==> config.mk <==
export PLATFORM = sky130hd
export DESIGN_NAME = mips_multicycle_core
export DESIGN_NICKNAME = d
export VERILOG_FILES = /design/src/rtl/mips_pkg.sv /design/src/rtl/mips_alu32.sv /design/src/rtl/mips_multicycle_core.sv
export SDC_FILE = /design/constraint.sdc
export NUM_CORES = 2
export LEC_CHECK = 0
export CAP_MARGIN = 0
export CELL_PAD_IN_SITES_DETAIL_PLACEMENT = 0
export CELL_PAD_IN_SITES_GLOBAL_PLACEMENT = 1
export CORE_MARGIN = 2
export CORE_UTILIZATION = 24
export CTS_BUF_LIST = sky130_fd_sc_hd__clkbuf_4 sky130_fd_sc_hd__clkbuf_8
export DETAILED_ROUTE_END_ITERATION = 8
export PLACE_DENSITY_LB_ADDON = 0.1
export SYNTH_ARGS = -nofsm -noshare
export SYNTH_HDL_FRONTEND = slang
export SYNTH_SLANG_ARGS = --single-unit
export TNS_END_PERCENT = 20
==> constraint.sdc <==
create_clock -name Clk -period 8 [get_ports Clk]
set_clock_uncertainty 0.05 [all_clocks]
set_input_delay 1.2 -clock Clk [delete_from_list [all_inputs] [get_ports Clk]]
set_output_delay 1.2 -clock Clk [all_outputs]
set_load 0.01 [all_outputs]
==> src/rtl/mips_pkg.sv <==
// Shared encodings and enums for the multicycle MIPS core: opcodes, functs,
// FSM states and ALU operations.
package mips_pkg;

  localparam logic [5:0] OP_RTYPE = 6'h00;
  localparam logic [5:0] OP_J     = 6'h02;
  localparam logic [5:0] OP_JAL   = 6'h03;
  localparam logic [5:0] OP_BEQ   = 6'h04;
  localparam logic [5:0] OP_ADDI  = 6'h08;
  localparam logic [5:0] OP_LW    = 6'h23;
  localparam logic [5:0] OP_SW    = 6'h2B;

  localparam logic [5:0] FN_JR    = 6'h08;
  localparam logic [5:0] FN_ADD   = 6'h20;
  localparam logic [5:0] FN_SUB   = 6'h22;
  localparam logic [5:0] FN_AND   = 6'h24;
  localparam logic [5:0] FN_OR    = 6'h25;
  localparam logic [5:0] FN_SLT   = 6'h2A;

  typedef enum logic [2:0] {
    S_FETCH, S_DECODE, S_EXEC, S_MEM, S_WB, S_HALT
  } state_e;

  typedef enum logic [2:0] {
    ALU_ADD, ALU_SUB, ALU_AND, ALU_OR, ALU_SLT
  } alu_op_e;

  function automatic logic [31:0] sext16(input logic [15:0] v);
    return {{16{v[15]}}, v};
  endfunction

endpackage

==> src/rtl/mips_alu32.sv <==
// Combinational 32-bit ALU: wrap-around add/sub, and, or, signed slt, zero flag.
module mips_alu32
  import mips_pkg::*;
(
  input  logic [31:0] a,
  input  logic [31:0] b,
  input  alu_op_e     op,
  output logic [31:0] y,
  output logic        zero
);

  always_comb begin
    y = 32'd0;
    case (op)
      ALU_ADD: y = a + b;
      ALU_SUB: y = a - b;
      ALU_AND: y = a & b;
      ALU_OR:  y = a | b;
      ALU_SLT: y = {31'd0, ($signed(a) < $signed(b))};
      default: y = 32'd0;
    endcase
  end

  assign zero = (y == 32'd0);

endmodule

==> src/rtl/mips_multicycle_core.sv <==
// Multicycle MIPS subset core on a unified req/ack memory; FSM, register
// file and datapath inline, ALU in mips_alu32.
module mips_multicycle_core
  import mips_pkg::*;
#(
  parameter logic [31:0] RESET_PC        = 32'h0000_0000,
  parameter bit          HALT_ON_ILLEGAL = 1'b1
) (
  input  logic        Clk,
  input  logic        Rst_n,
  output logic        mem_req,
  output logic        mem_we,
  output logic [31:0] mem_addr,
  output logic [31:0] mem_wdata,
  input  logic [31:0] mem_rdata,
  input  logic        mem_ack,
  output logic [31:0] pc,
  output logic        halted,
  output logic [31:0] retired,
  output state_e      dbg_state
);

  state_e      state, state_next;
  logic [31:0] ir, a_q, b_q, res_q, pc_q, retired_q;
  logic [31:0] rf [32];

  logic [5:0]  opcode, funct;
  logic [4:0]  rs, rt, rd, wb_dest;
  logic [31:0] imm_ext, rd_a, rd_b, alu_b, alu_y, branch_target, jump_target;
  logic        alu_zero, xfer;
  logic        is_r, is_jr, r_alu, is_addi, is_lw, is_sw, is_beq, is_j, is_jal, legal;
  alu_op_e     alu_op;

  assign opcode  = ir[31:26];
  assign rs      = ir[25:21];
  assign rt      = ir[20:16];
  assign rd      = ir[15:11];
  assign funct   = ir[5:0];
  assign imm_ext = sext16(ir[15:0]);

  assign is_r    = (opcode == OP_RTYPE);
  assign is_jr   = is_r && (funct == FN_JR);
  assign r_alu   = is_r && (funct == FN_ADD || funct == FN_SUB || funct == FN_AND ||
                            funct == FN_OR  || funct == FN_SLT);
  assign is_addi = (opcode == OP_ADDI);
  assign is_lw   = (opcode == OP_LW);
  assign is_sw   = (opcode == OP_SW);
  assign is_beq  = (opcode == OP_BEQ);
  assign is_j    = (opcode == OP_J);
  assign is_jal  = (opcode == OP_JAL);
  assign legal   = r_alu | is_jr | is_addi | is_lw | is_sw | is_beq | is_j | is_jal;
  assign wb_dest = is_r ? rd : rt;

  // Memory handshake: a request is held (addr/we/wdata frozen) while mem_req=1
  // and completes on the rising edge where mem_req=1 and mem_ack=1.
  assign xfer = mem_req && mem_ack;

  assign rd_a = (rs == 5'd0) ? 32'd0 : rf[rs];
  assign rd_b = (rt == 5'd0) ? 32'd0 : rf[rt];

  // pc already holds PC+4 once the fetch completes, so targets build on it.
  assign branch_target = pc_q + (imm_ext << 2);
  assign jump_target   = {pc_q[31:28], ir[25:0], 2'b00};

  assign alu_b = (r_alu || is_beq) ? b_q : imm_ext;

  always_comb begin
    alu_op = ALU_ADD;
    if (is_beq) alu_op = ALU_SUB;
    else if (r_alu) begin
      case (funct)
        FN_SUB:  alu_op = ALU_SUB;
        FN_AND:  alu_op = ALU_AND;
        FN_OR:   alu_op = ALU_OR;
        FN_SLT:  alu_op = ALU_SLT;
        default: alu_op = ALU_ADD;
      endcase
    end
  end

  mips_alu32 u_alu (
    .a    (a_q),
    .b    (alu_b),
    .op   (alu_op),
    .y    (alu_y),
    .zero (alu_zero)
  );

  always_ff @(posedge Clk) begin
    if (!Rst_n) state <= S_FETCH;
    else        state <= state_next;
  end

  always_comb begin
    state_next = state;
    case (state)
      S_FETCH:  if (xfer) state_next = S_DECODE;
      S_DECODE: state_next = (!legal && HALT_ON_ILLEGAL) ? S_HALT : S_EXEC;
      S_EXEC: begin
        if (is_lw || is_sw)         state_next = S_MEM;
        else if (r_alu || is_addi)  state_next = S_WB;
        else                        state_next = S_FETCH;
      end
      S_MEM:    if (xfer) state_next = is_lw ? S_WB : S_FETCH;
      S_WB:     state_next = S_FETCH;
      S_HALT:   state_next = S_HALT;
      default:  state_next = S_FETCH;
    endcase
  end

  always_comb begin
    mem_req   = Rst_n && (state == S_FETCH || state == S_MEM);
    mem_we    = mem_req && (state == S_MEM) && is_sw;
    mem_addr  = 32'd0;
    if (mem_req) mem_addr = (state == S_FETCH) ? pc_q : {res_q[31:2], 2'b00};
    mem_wdata = mem_we ? b_q : 32'd0;
    halted    = (state == S_HALT);
    dbg_state = state;
  end

  always_ff @(posedge Clk) begin
    if (!Rst_n) begin
      pc_q      <= RESET_PC;
      ir        <= 32'd0;
      a_q       <= 32'd0;
      b_q       <= 32'd0;
      res_q     <= 32'd0;
      retired_q <= 32'd0;
    end else begin
      if (state_next == S_FETCH && state != S_FETCH) retired_q <= retired_q + 32'd1;
      case (state)
        S_FETCH: if (xfer) begin
          ir   <= mem_rdata;
          pc_q <= pc_q + 32'd4;
        end
        S_DECODE: begin
          a_q <= rd_a;
          b_q <= rd_b;
        end
        S_EXEC: begin
          res_q <= alu_y;
          if (is_beq && alu_zero)  pc_q <= branch_target;
          else if (is_j || is_jal) pc_q <= jump_target;
          else if (is_jr)          pc_q <= a_q;
        end
        S_MEM: if (xfer && is_lw) res_q <= mem_rdata;
        default: ;
      endcase
    end
  end

  always_ff @(posedge Clk) begin
    if (!Rst_n) begin
      for (int i = 0; i < 32; i++) rf[i] <= 32'd0;
    end else if (state == S_WB && wb_dest != 5'd0) begin
      rf[wb_dest] <= res_q;
    end else if (state == S_EXEC && is_jal) begin
      rf[31] <= pc_q;
    end
  end

  assign pc      = pc_q;
  assign retired = retired_q;

endmodule

# After elaboration in Yosys (flattened, before gate mapping)
# Memory sizes are Yosys's and may differ from the RTL's. A register that Yosys moved wholly into a read port is not among the register bits.
# Index checks and enable logic that the tools add are counted.
[op_classes]
add_sub_neg = 5
n_lt_le_gt_ge = 1
eq_ne = 26
muxes = 41
bitwise_logic = 10
reduce_logical = 36
[ops]
columns = ["cell", "n"]
rows = [
  ["$mux 32", 13],
  ["$pmux 32 s5", 1],
  ["$pmux 32 s2", 2],
  ["$add 32x32->32", 2],
  ["$eq 6x6->1 const B", 7],
  ["$add 32x1->32 const B", 1],
  ["$add 32x3->32 const B", 1],
  ["$and 32x32->32", 1],
  ["$logic_not 32->1", 1],
  ["$lt 32x32->1", 1],
  ["$or 32x32->32", 1],
  ["$reduce_or 32->1", 1],
  ["$sub 32x32->32", 1],
  ["$mux 5", 6],
  ["$mux 3", 8],
  ["$pmux 3 s5", 1],
  ["$eq 3x2->1 const B", 4],
  ["$eq 6x2->1 const B", 2],
  ["$eq 6x4->1 const B", 2],
  ["$pmux 3 s4", 1],
  ["$logic_and 1x1->1", 11],
  ["$logic_not 5->1", 2],
  ["$eq 3x3->1 const B", 3],
  ["$logic_not 3->1", 3],
  ["16 further kinds", 43],
]
[totals]
register_bits = 195
ram_bits = 1024
in_bits = 35
n_memories = 1
[mem_list]
columns = ["memory", "words", "word_bits", "read_ports", "rd_ports_with_merged_regs", "write_ports", "line", "source"]
rows = [
  ["rf", 32, 32, 2, 2, 32, "mips_multicycle_core.sv:25", "logic [31:0] rf [32];"],
]

# Longest topological paths before layout
[logic_depth]
depth_word = 17
depth_mapped = 28
depth_no_buf = 22

# Hierarchy
# A second synthesis with hierarchy kept.
[unflattened]
cells_unflattened = 5632
hier_area_um2 = 71228.3
[modules_own_cells]
columns = ["module", "instances", "cells_each", "area_each_um2"]
rows = [
  ["mips_multicycle_core", 1, 4828, 65999.5],
  ["mips_alu32", 1, 804, 5228.8],
]

# Worst setup path after synthesis
# OpenSTA, ideal clock, no wires.
[synth_timing]
path_type = "reg2reg"
from = "register ir[31]"
to = "register pc_q[20] (netlist: pc[20])"
setup_time_ps = 122
arrival_ps = 5703
setup_slack_ps = 2125
stages_incl_launch_ff = 26
path_cell_list = "dfxtp_1 -> nor4_4 -> and2_1 -> buf_2 -> nand2_1 -> nand2_1 -> clkbuf_1 -> mux2_2 -> ha_1 -> inv_1 -> fa_1 -> nand2b_1 -> a221o_1 -> a221oi_4 -> nor2_2 -> o2111ai_2 -> a311o_1 -> a21oi_1 -> a221o_1 -> a21oi_1 -> nand4_2 -> nor4_4 -> buf_6 -> mux2_2 -> a21oi_1 -> o21ai_1"
[synth_between]
elab_chain_len = 10
word_cells_on_any_way = 29
classes_between = "add/sub (2); order compare (1); eq/ne (8); mux (7); bitwise (2); reduce/logical (9)"
[synth_lines]
columns = ["item", "line", "source"]
rows = [
  ["start, declared", "mips_multicycle_core.sv:24", "logic [31:0] ir, a_q, b_q, res_q, pc_q, retired_q;"],
  ["start signal, assigned", "mips_multicycle_core.sv:133", "ir <= mem_rdata;"],
  ["$logic_not 6->1", "mips_multicycle_core.sv:41", "assign is_r = (opcode == OP_RTYPE);"],
  ["$logic_and 1x1->1", "mips_multicycle_core.sv:43", "assign r_alu = is_r && (funct == FN_ADD || funct == FN_SUB || funct == FN_AND ||"],
  ["$logic_or 1x1->1 or $mux 3 (tied branches)", "mips_multicycle_core.sv:65, mips_multicycle_core.sv:70", ""],
  ["$mux 32 or $mux 3 (tied branches)", "mips_multicycle_core.sv:65, mips_multicycle_core.sv:69", ""],
  ["$sub 32x32->32 (tied with other cells)", "mips_alu32.sv:16", "ALU_SUB: y = a - b;"],
  ["$pmux 32 s5", "mips_alu32.sv:14", "case (op)"],
  ["$logic_not 32->1", "mips_alu32.sv:24", "assign zero = (y == 32'd0);"],
  ["$logic_and 1x1->1", "mips_multicycle_core.sv:142", "if (is_beq && alu_zero) pc_q <= branch_target;"],
  ["$ne 4x4->1 (no line) or $mux 32 (tied branches)", "n/a", ""],
  ["$reduce_and 3->1 (no line) or $pmux 32 s2 (tied branches)", "n/a", ""],
  ["end signal, assigned", "mips_multicycle_core.sv:142", ""],
  ["end signal, assigned", "mips_multicycle_core.sv:143", "else if (is_j || is_jal) pc_q <= jump_target;"],
  ["end signal, assigned", "mips_multicycle_core.sv:144", "else if (is_jr) pc_q <= a_q;"],
  ["end, declared", "mips_multicycle_core.sv:24", ""],
]
# Several ways; a longest one is shown, not always the timed one. The select of a mux whose other input is x is not followed.
# A chain may end at the register's enable or synchronous reset.

# Final worst setup path
[layout_timing]
from = "register ir[5]"
to = "register pc_q[3] (netlist: pc[3])"
[layout_between]
elab_chain_len = 14
word_cells_on_any_way = 34
classes_between = "add/sub (2); order compare (1); eq/ne (11); mux (7); bitwise (2); reduce/logical (11)"
[layout_lines]
columns = ["item", "line", "source"]
rows = [
  ["$eq 6x6->1, on equally long branches", "mips_multicycle_core.sv:43, mips_multicycle_core.sv:71", ""],
  ["$logic_or 1x1->1 (3 in a row)", "mips_multicycle_core.sv:43", ""],
  ["$logic_or 1x1->1", "mips_multicycle_core.sv:44", "funct == FN_OR || funct == FN_SLT);"],
  ["$logic_and 1x1->1", "mips_multicycle_core.sv:43", ""],
  ["$logic_or 1x1->1 or $mux 3 (tied branches)", "mips_multicycle_core.sv:65, mips_multicycle_core.sv:70", ""],
  ["$mux 32 or $mux 3 (tied branches)", "mips_multicycle_core.sv:65, mips_multicycle_core.sv:69", ""],
  ["$sub 32x32->32 (tied with other cells)", "mips_alu32.sv:16", ""],
  ["$pmux 32 s5", "mips_alu32.sv:14", ""],
  ["$logic_not 32->1", "mips_alu32.sv:24", ""],
  ["$logic_and 1x1->1", "mips_multicycle_core.sv:142", ""],
  ["$ne 4x4->1 (no line) or $mux 32 (tied branches)", "n/a", ""],
  ["$reduce_and 3->1 (no line) or $pmux 32 s2 (tied branches)", "n/a", ""],
]
# Several ways; a longest one is shown, not always the timed one.

==> flow_summary.ini <==
[route]
ant_nets = 0
vias = 50500
drcViolationCount = 0
drt-vias-per-instance = 5.11
drtIter0Drc = 4753
dr.pass1.iters = 5
wl_um = 326000
wl_per_cell_um = 33.0

[setup_path]
crit_arrival_ps = 8180
crit_required_ps = 8820
worst-setup-path-type = reg -> reg
worstPathMaxFanout = 26
r2r_setup_slack_ps = 630
end_kind = flop
start_kind = flop

[cells_and_area]
utilization_pct = 28.0
layout_common_cells = 1,024 x edfxtp_1, 780 x and2_1, 640 x mux4_2, 385 x nor2_1, 259 x clkbuf_8
layout_commonest_cell = edfxtp_1
final_nets = 5929
syn_to_final_growth_pct = 16.1
layout-drive-gt1-share_pct = 23.4

[floorplanning]
io_pins = 169
start_util_pct = 24.1
die_h_um = 550
chipWidth_um = 550
rows = 200
core_um2 = 297000
dieArea_um2 = 303000

[sta]
relSlewSlack_pct = 21.6
slew_viol_final = 0
fin_crit_ps = 7370
period_share_pct = 92.1
setup-violations-final = 0
worstMarginPinSlew_ps = 1170
hold_viol = 0
clock.fmax_mhz = 136
rsz0062_at_grt = false
finalSetupTns_ps = 0

[power_and_ir_drop]
power.leakage_uw = 0.0290
power_density_nw_per_um2 = 206
ir_drop_mv = 0.120

[clocking]
htree_levels = 4
ctsResizeCount = 0
cts_made_buffers = 236
tritoncts = built
cts.clk_slew.worst_paths_ps = 60
cts_max_path_buffers = 4
cts-root-buf = clkbuf_8
clkSinkCount = 1229
cts_hold_buf = 0
post-cts-setup-buffers = 0
clock_latency_ps = 1040

[global_routing]
gr-usage-all-layers_pct = 21.2
grt_pass1_wl_um = 447000
grt_start_max_net_pins = 96
grt_pass1_vias = 51300
grt_overflow = 0
antenna_found_initial = 32

[yosys]
ys_seq_area_share_pct = 48.6
yosys.cell_types.count = 110
synth-edff-count = 1024
avgSynthCellArea_um2 = 12.7
synth_ff_type = edfxtp_1
syn-cell-area_um2 = 71700
synth_async_sr_flop_share_pct = 0
syn_inst = 5649
ys_warn_count = 0
synth-seq-cells = 1229

[place]
routabilityCongestion = 0.886
dp_hpwl_um = 215000
port_buffers = 168

[run_status]
status = finished clean

[worst_hold_path]
hold_class = reg -> reg

[job]
cap_violations = 0
-- registers in the layout, indices dropped and copies added (netlist names), named ones only --
register	flops
res_q	32
dbg_state	3
b_q	32
rf	1024
a_q	32
pc	32
ir	32
retired	32
-- cell families (layout without fill, tap and decap cells) --
kind of cell	after synthesis	in the layout	share of synthesized area (%)
simple gates	2007	2007	15.2
fa+ha+maj	145	145	2.56
buf+inv	662	910	3.65
mux	760	760	21.9
xor+xnor	58	58	0.709
compound gates	787	787	7.35
other cells	1	48	0.00523
flops	1229	1229	48.6
-- cells in the mapped netlist (9+ instances only) --
| cell | instances | area, µm² |
|---|---|---|
| a21o_1 | 50 | 375 |
| nor2_1 | 411 | 1540 |
| o31ai_1 | 20 | 150 |
| a21oi_1 | 252 | 1260 |
| a22oi_1 | 9 | 67.6 |
| nand3_1 | 62 | 310 |
| a22o_1 | 34 | 298 |
| nor4_1 | 22 | 138 |
| a221o_1 | 13 | 130 |
| o21ai_0 | 142 | 711 |
| nor2b_1 | 18 | 113 |
| clkbuf_1 | 426 | 1600 |
| and4_1 | 10 | 87.6 |
| and2_1 | 782 | 4890 |
| nor3b_1 | 10 | 75.1 |
| or3_1 | 13 | 81.3 |
| nand2_1 | 250 | 938 |
| and3_1 | 251 | 1570 |
| buf_1 | 69 | 259 |
| edfxtp_1 | 1024 | 30700 |
| buf_2 | 31 | 155 |
| mux2i_1 | 99 | 991 |
| mux4_2 | 640 | 14400 |
| inv_1 | 121 | 454 |
| o22ai_1 | 21 | 131 |
| nand2b_1 | 32 | 200 |
| nor3_1 | 62 | 310 |
| xnor2_1 | 23 | 201 |
| ha_1 | 142 | 1780 |
| nand4_1 | 26 | 163 |
| o211ai_1 | 26 | 195 |
| o21a_1 | 11 | 82.6 |
| xor2_1 | 35 | 307 |
| a211oi_1 | 44 | 330 |
| dfxtp_1 | 205 | 4100 |
| mux2_2 | 14 | 158 |
| a31oi_1 | 23 | 144 |
| or2_2 | 12 | 75.1 |
| o21bai_1 | 15 | 113 |
-- report_power, final --
| part | internal [µW] | switching (µW) | total (µW) |
|---|---|---|---|
| clock | 3410 | 3010 | 6420 |
| combinational | 1230 | 2080 | 3320 |
| sequential | 7150 | 263 | 7410 |
-- critical path, cell delays in order (launching register included) --
cell and delay (ps):
dfxtp_1 550, nor2b_1 310, o221a_2 310, nand2_1 90, nand2_1 70, buf_4 350, mux2_2 420, inv_1 80
ha_1 420, inv_1 190, a21oi_1 160, o31ai_1 690, a221oi_1 310, a2111o_1 460, o21ai_0 230, nand3_1 140
nor4b_1 330, nor4b_2 400, nand4b_1 200, or2_1 570, buf_4 340, mux2i_1 160, nand2_1 70, a221oi_1 250
-- layer usage --
layer  vias up  part of all wire, %  routed length, µm  global-route usage (%)
met5         -                    0                  0                       0
li1      21700                    -                  -                       -
met1     27100                   46             151000                    29.9
met2      1393                   48             156000                    35.1
met4         0                  2.1               6840                    4.75
met3       371                  4.0              13000                    1.93
-- final timing paths --
kind	from	endpoint	cells after the start
max	ir[5]$_SDFFE_PN0P_	pc[3]$_SDFFE_PN0P_	23
min	retired[31]$_SDFFE_PN0P_	retired[31]$_SDFFE_PN0P_	2
max reg2reg	ir[5]$_SDFFE_PN0P_	pc[3]$_SDFFE_PN0P_	23
min reg2reg	retired[31]$_SDFFE_PN0P_	retired[31]$_SDFFE_PN0P_	2
-- metrics by stage --
step	area (µm²)	cells	setup WS, ps	hold slack, ps	power [µW]
2_1_floorplan	71800	5680	2130	413	9430
3_3_place_gp	78600	9450	801	425	10900
3_5_place_dp	78600	9450	759	439	10900
4_1_cts	83200	9867	614	430	17400
5_1_grt	83200	9868	154	488	17800
6_report	83200	9883	635	452	17200
-- final cells by class --
class | count | area [µm²]
repair buffers | 372 | 3420
clock buffers | 339 | 4170
well taps | 3939 | 4930
multi-input cells | 3789 | 34900
diodes | 16 | 40.0
fillers | 30200 | 214000
clock inverters | 78 | 439
flip-flops and latches | 1229 | 34900
inverters | 121 | 462
(Power assumes the default switching activity.)
